## config.mk

```make
export PLATFORM = sky130hd
export DESIGN_NAME = vscale_dmem_bridge
export DESIGN_NICKNAME = d
export VERILOG_FILES = /design/src/rtl/vscale_dmem_bridge.sv
export SDC_FILE = /design/constraint.sdc
export NUM_CORES = 1
export LEC_CHECK = 0
export BUFFER_PORTS_ARGS = -buffer_cell sky130_fd_sc_hd__buf_2
export CAP_MARGIN = 30
export CELL_PAD_IN_SITES_DETAIL_PLACEMENT = 0
export CELL_PAD_IN_SITES_GLOBAL_PLACEMENT = 1
export CORE_MARGIN = 2
export CORE_UTILIZATION = 27
export CTS_CLUSTER_DIAMETER = 150
export DETAILED_ROUTE_END_ITERATION = 7
export PLACE_DENSITY = 0.82
export SETUP_SLACK_MARGIN = 0.3
export SYNTH_ARGS = -nofsm -noshare
export SYNTH_HDL_FRONTEND = slang
export SYNTH_SLANG_ARGS = --single-unit
```

## constraint.sdc

```tcl
create_clock -name clk -period 2.18 [get_ports clk]
set_clock_uncertainty 0.05 [all_clocks]
set_input_delay 0.327 -clock clk [delete_from_list [all_inputs] [get_ports clk]]
set_output_delay 0.327 -clock clk [all_outputs]
set_load 0.01 [all_outputs]
```

## src/rtl/vscale_dmem_bridge.sv

```systemverilog
// Bridges the vscale two-phase dmem port onto a word-wide valid/ready memory bus.
// One bus transaction per accepted address phase; faults and timeouts reported on dmem_badmem_e.
module vscale_dmem_bridge #(
  parameter logic [31:0] MEM_BYTES = 32'h0001_0000,
  parameter logic [7:0]  TIMEOUT   = 8'd255
) (
  input  logic        clk,
  input  logic        reset,
  input  logic        dmem_en,
  input  logic        dmem_wen,
  input  logic [2:0]  dmem_size,
  input  logic [31:0] dmem_addr,
  input  logic [31:0] dmem_wdata_delayed,
  output logic [31:0] dmem_rdata,
  output logic        dmem_wait,
  output logic        dmem_badmem_e,
  output logic        bus_req_valid,
  input  logic        bus_req_ready,
  output logic        bus_req_wen,
  output logic [31:0] bus_req_addr,
  output logic [3:0]  bus_req_wstrb,
  output logic [31:0] bus_req_wdata,
  input  logic        bus_resp_valid,
  input  logic [31:0] bus_resp_rdata,
  input  logic        bus_resp_err
);

  typedef enum logic [1:0] {S_IDLE, S_BAD, S_REQ, S_RESP} state_t;

  state_t      state_q;
  logic [31:0] addr_q;
  logic        wen_q;
  logic [1:0]  size_q;
  logic [7:0]  cnt_q;

  logic unused_size;
  assign unused_size = dmem_size[2];

  logic timeout_hit, resp_done, accept, in_req, in_resp, new_bad;
  logic [3:0] wstrb;

  assign in_req      = (state_q == S_REQ);
  assign in_resp     = (state_q == S_RESP);
  assign timeout_hit = (TIMEOUT != 8'd0) && (cnt_q == TIMEOUT);
  assign resp_done   = in_resp && (bus_resp_valid || timeout_hit);
  assign dmem_wait   = in_req || (in_resp && !resp_done);
  assign accept      = dmem_en && !dmem_wait;

  // Fault check on the values being captured this cycle, so the next state is already known.
  assign new_bad = (dmem_size[1:0] == 2'd3)
                || ((dmem_size[1:0] == 2'd1) && dmem_addr[0])
                || ((dmem_size[1:0] == 2'd2) && (|dmem_addr[1:0]))
                || (dmem_addr >= MEM_BYTES);

  always_comb begin
    wstrb = 4'b1111;
    case (size_q)
      2'd0:    wstrb = 4'b0001 << addr_q[1:0];
      2'd1:    wstrb = 4'b0011 << addr_q[1:0];
      default: wstrb = 4'b1111;
    endcase
  end

  assign bus_req_valid = in_req;
  assign bus_req_wen   = in_req & wen_q;
  assign bus_req_addr  = in_req ? {addr_q[31:2], 2'b00} : 32'd0;
  assign bus_req_wstrb = in_req ? wstrb : 4'd0;
  assign bus_req_wdata = in_req ? dmem_wdata_delayed : 32'd0;

  // A response takes priority over a coincident timeout.
  assign dmem_rdata    = (in_resp && bus_resp_valid) ? bus_resp_rdata : 32'd0;
  assign dmem_badmem_e = (state_q == S_BAD)
                      || (in_resp && bus_resp_valid && bus_resp_err)
                      || (in_resp && !bus_resp_valid && timeout_hit);

  always_ff @(posedge clk) begin
    if (reset) begin
      state_q <= S_IDLE;
      addr_q  <= 32'd0;
      wen_q   <= 1'b0;
      size_q  <= 2'd0;
      cnt_q   <= 8'd0;
    end else begin
      if (accept) begin
        addr_q <= dmem_addr;
        wen_q  <= dmem_wen;
        size_q <= dmem_size[1:0];
      end
      case (state_q)
        S_REQ: begin
          if (bus_req_ready) begin
            state_q <= S_RESP;
            cnt_q   <= 8'd0;
          end
        end
        S_RESP: begin
          if (resp_done) begin
            state_q <= accept ? (new_bad ? S_BAD : S_REQ) : S_IDLE;
          end else if (cnt_q != 8'hff) begin
            cnt_q <= cnt_q + 8'd1;
          end
        end
        default: begin
          state_q <= accept ? (new_bad ? S_BAD : S_REQ) : S_IDLE;
        end
      endcase
    end
  end

endmodule

```

==> key figures <==
Setup path
  – Worst Setup Start Kind: flip-flop
  – Required @ worst endpoint: 1.80 ns
  – Worst-path maximum fanout: 4
  – R2r setup slk: 0.48 ns
  – Register-to-Register Path Depth: 6
  – Crit path capture type: primary output
  – WP data arrival: 1.44 ns
  – R2r endpoint: wen_q
  – R2R Path Start: cnt_q[0]
  – Crit Path Class: flip-flop to primary output

Global routing
  – Largest net degree at the start of global routing: 49
  – Initial antenna violation count: 0
  – Grt total ovfl: 0
  – GRT Overall Usage: 16.54%
  – Vias in the first global route: 3,259
  – Global-route wire length before repair: 15.27 mm

Placed design
  – Input/output buffers: 206
  – Gpl congestion: 0.7504
  – Hpwl dp: 7.156 mm
  – Placed cell count: 674

Synthesis
  – Post-synthesis sequential area ratio: 32.04%
  – Yosys top cell area share: 32.04%
  – Flops & latches, synth: 45
  – Syn Inst Count: 357
  – Library cells used by synthesis: 39
  – Syn Std Cell Area: 2811 um^2
  – Largest cells by area after synthesis: dfxtp_1, and2_1, a21oi_1
  – Synth Warn #: 0
  – Yosys top cell by area: dfxtp_1
  – Avg Inst Size Synth: 7.875 um^2

Die
  – Core Footprint: 10,230 um^2
  – Die Wd: 106.0 um
  – Die area: 11,240 um^2
  – IO Count: 210
  – Initial core utilization: 27.48%
  – Die Height: 106.0 um
  – Row Count: 37

Route
  – Vias per cell: 4.969
  – Initial DRC Count: 94
  – Remaining DRCs: 0
  – DR pass1 iterations: 6
  – Final wirelength: 9.745 mm
  – Routed Antenna Nets: 0
  – Vias post-DR: 3,404
  – DR WL/cell: 14.23 um

Power and ir drop
  – Leak pwr: 2.155 nW
  – Power density over the cells: 397.7 nW/um^2
  – Worst vdd ir: 0.2261 mV
  – Tot Pwr: 1.659 mW

Timing
  – Final period util: 83.41%
  – RSZ-0062 raised after global routing: true
  – Max_slew headroom: 66.27%
  – Final Hold Vio Count: 0
  – Setup_tns: 0 ns
  – Max Clk Rate: 0.5500 GHz
  – Max Slew Vio Count: 0
  – Worst Tran Pin Value: 0.5053 ns
  – Period minus WS final: 1.818 ns
  – Setup Viol. Count Final: 0

CTS
  – TritonCTS clock tree: yes
  – Clock-pin transition on the worst setup and hold timing paths: 0.09 ns
  – TritonCTS Sinks: 45
  – Clk buf depth: 2
  – H-tree depth: 2
  – CTS Hold Buffers Added: 0
  – Root buffer cell: clkbuf_8
  – Worst skew pair latency: 0.29 ns
  – Total CTS buffers: 5

Cells and area
  – Final std cells w/o fill: 685
  – ANT cells: 0
  – Register area: 909.6 um^2
  – Final Net Count: 655
  – Area of the multi-input gates: 1769 um^2
  – Fin util: 40.76%
  – Layout area overhead: 48.33%
  – Share of post-route cells with drive strength above 1: 46.27%
  – Fillcell total: 1,059

Hold path
  – Worst hold stages: 3
  – Hold EP: addr_q[6]
  – Worst Hold Class: input pin to flip-flop
  – Hold Startpoint: dmem_addr[6]

Flow run
  – Maxcap violations: 0

Status
  – Status: complete, no violations
## logic make-up (layout without fill, tap and decap cells)
family | count (synthesis) | count (layout) | share of synthesized area (%)
other | 1 | 2 | 0.1334
adders and majority gates | 1 | 1 | 0.4450
DFF | 45 | 45 | 32.04
and+or+nand+nor | 172 | 172 | 35.78
AOI/OAI and AO/OA | 94 | 94 | 22.96
buffers and inverters | 39 | 230 | 6.809
muxes | 5 | 5 | 1.825
## worst max-delay path, stage by stage (launching register included)
cell	delay (ns)
dfxtp_2	0.36
ha_2	0.21
nand3_4	0.11
nor3_2	0.11
a21oi_1	0.05
a21boi_0	0.15
buf_2	0.16
## through the flow
stage / cell area, um^2 / setup slack, ns / hold slack, ns
6_report: 4170 / 0.3617 / 0.2187
3_3_place_gp: 3961 / 0.3869 / 0.4005
3_5_place_dp: 3961 / 0.3131 / 0.4075
4_1_cts: 4125 / 0.2869 / 0.2085
5_1_grt: 4170 / 0.2781 / 0.2079
2_1_floorplan: 2815 / 0.5240 / 0.3937
## layer usage
| metal | up-vias | track usage (%) | wire [um] |
|---|---|---|---|
| met5 | - | 0 | 0 |
| met4 | 0 | 4.417 | 110 |
| met3 | 9 | 3.556 | 823 |
| met2 | 173 | 31.38 | 5054 |
| met1 | 1584 | 18.53 | 3755 |
| li1 | 1638 | - | - |
## how the worst max path moves through the flow
stage | from | end | slack [ns] | depth (start not counted)
floorplan | state_q[0] | bus_req_wdata[10] | 0.52 | 5
detailed placement | state_q[1] | dmem_rdata[7] | 0.31 | 3
global route | cnt_q[0] | dmem_badmem_e | 0.28 | 6
finish | cnt_q[0] | dmem_badmem_e | 0.36 | 6
global placement | state_q[1] | dmem_rdata[7] | 0.39 | 3
CTS | state_q[0] | bus_req_wdata[24] | 0.29 | 5
## sequential cells by signal, summed over array words and instances (netlist names)
register,count
addr_q,32
cnt_q,8
size_q,2
state_q,2
wen_q,1
## timing repair
item	4_1_cts	5_1_grt
gates cloned	1	1
resized for setup	14	4
endpoints found under the setup margin	97	49
setup buffers	0	1
## synth_stat cells (all sizes together)
cell and instances:
and2 96, o21a 1, mux2 1, inv 5, nand2 11, a21o 2
nor4 4, conb 1, and3 2, and3b 2, or3 4, o21bai 1
dfxtp 45, a21boi 1, nand2b 1, a21oi 46, o21ba 1, mux2i 4
o31ai 35, clkbuf 18, a31oi 1, nand4 3, o21ai 3, nand3 41
buf 16, nor3 2, a221oi 1, o211ai 2, nand4b 1, nor2 5
ha 1
## area by class of cell
type | count | area share [%]
multi-input cells | 274 | 42.42
well taps | 136 | 4.080
repair buffers | 217 | 28.80
inverters | 5 | 0.5701
flip-flops and latches | 45 | 21.81
clock buffers | 6 | 1.980
clock inverters | 2 | 0.3300
## cell usage in the layout, fill, tap and decap left out, types with 2 or more instances in the layout
master    instances
dfxtp_1          38
o31ai_2          10
o31ai_1          25
o211ai_1          2
nor4_1            4
and2_1           96
clkbuf_8          6
a21o_1            2
or3_1             4
nand4_1           2
nand3_1          40
buf_2           206
a21oi_1          46
nand2_1          11
buf_12            4
nor2_1            4
o21ai_0           2
and3b_1           2
conb_1            2
mux2i_1           4
dfxtp_2           7
inv_1             3
buf_4             5
## report_power, final
part	switching, mW	total, mW	internal (mW)
clock	0.304	0.561	0.258
sequential	0.0222	0.881	0.859
combinational	0.101	0.216	0.116
total	0.427	1.66	1.23
No activity file was read; power rests on OpenSTA's default activity.
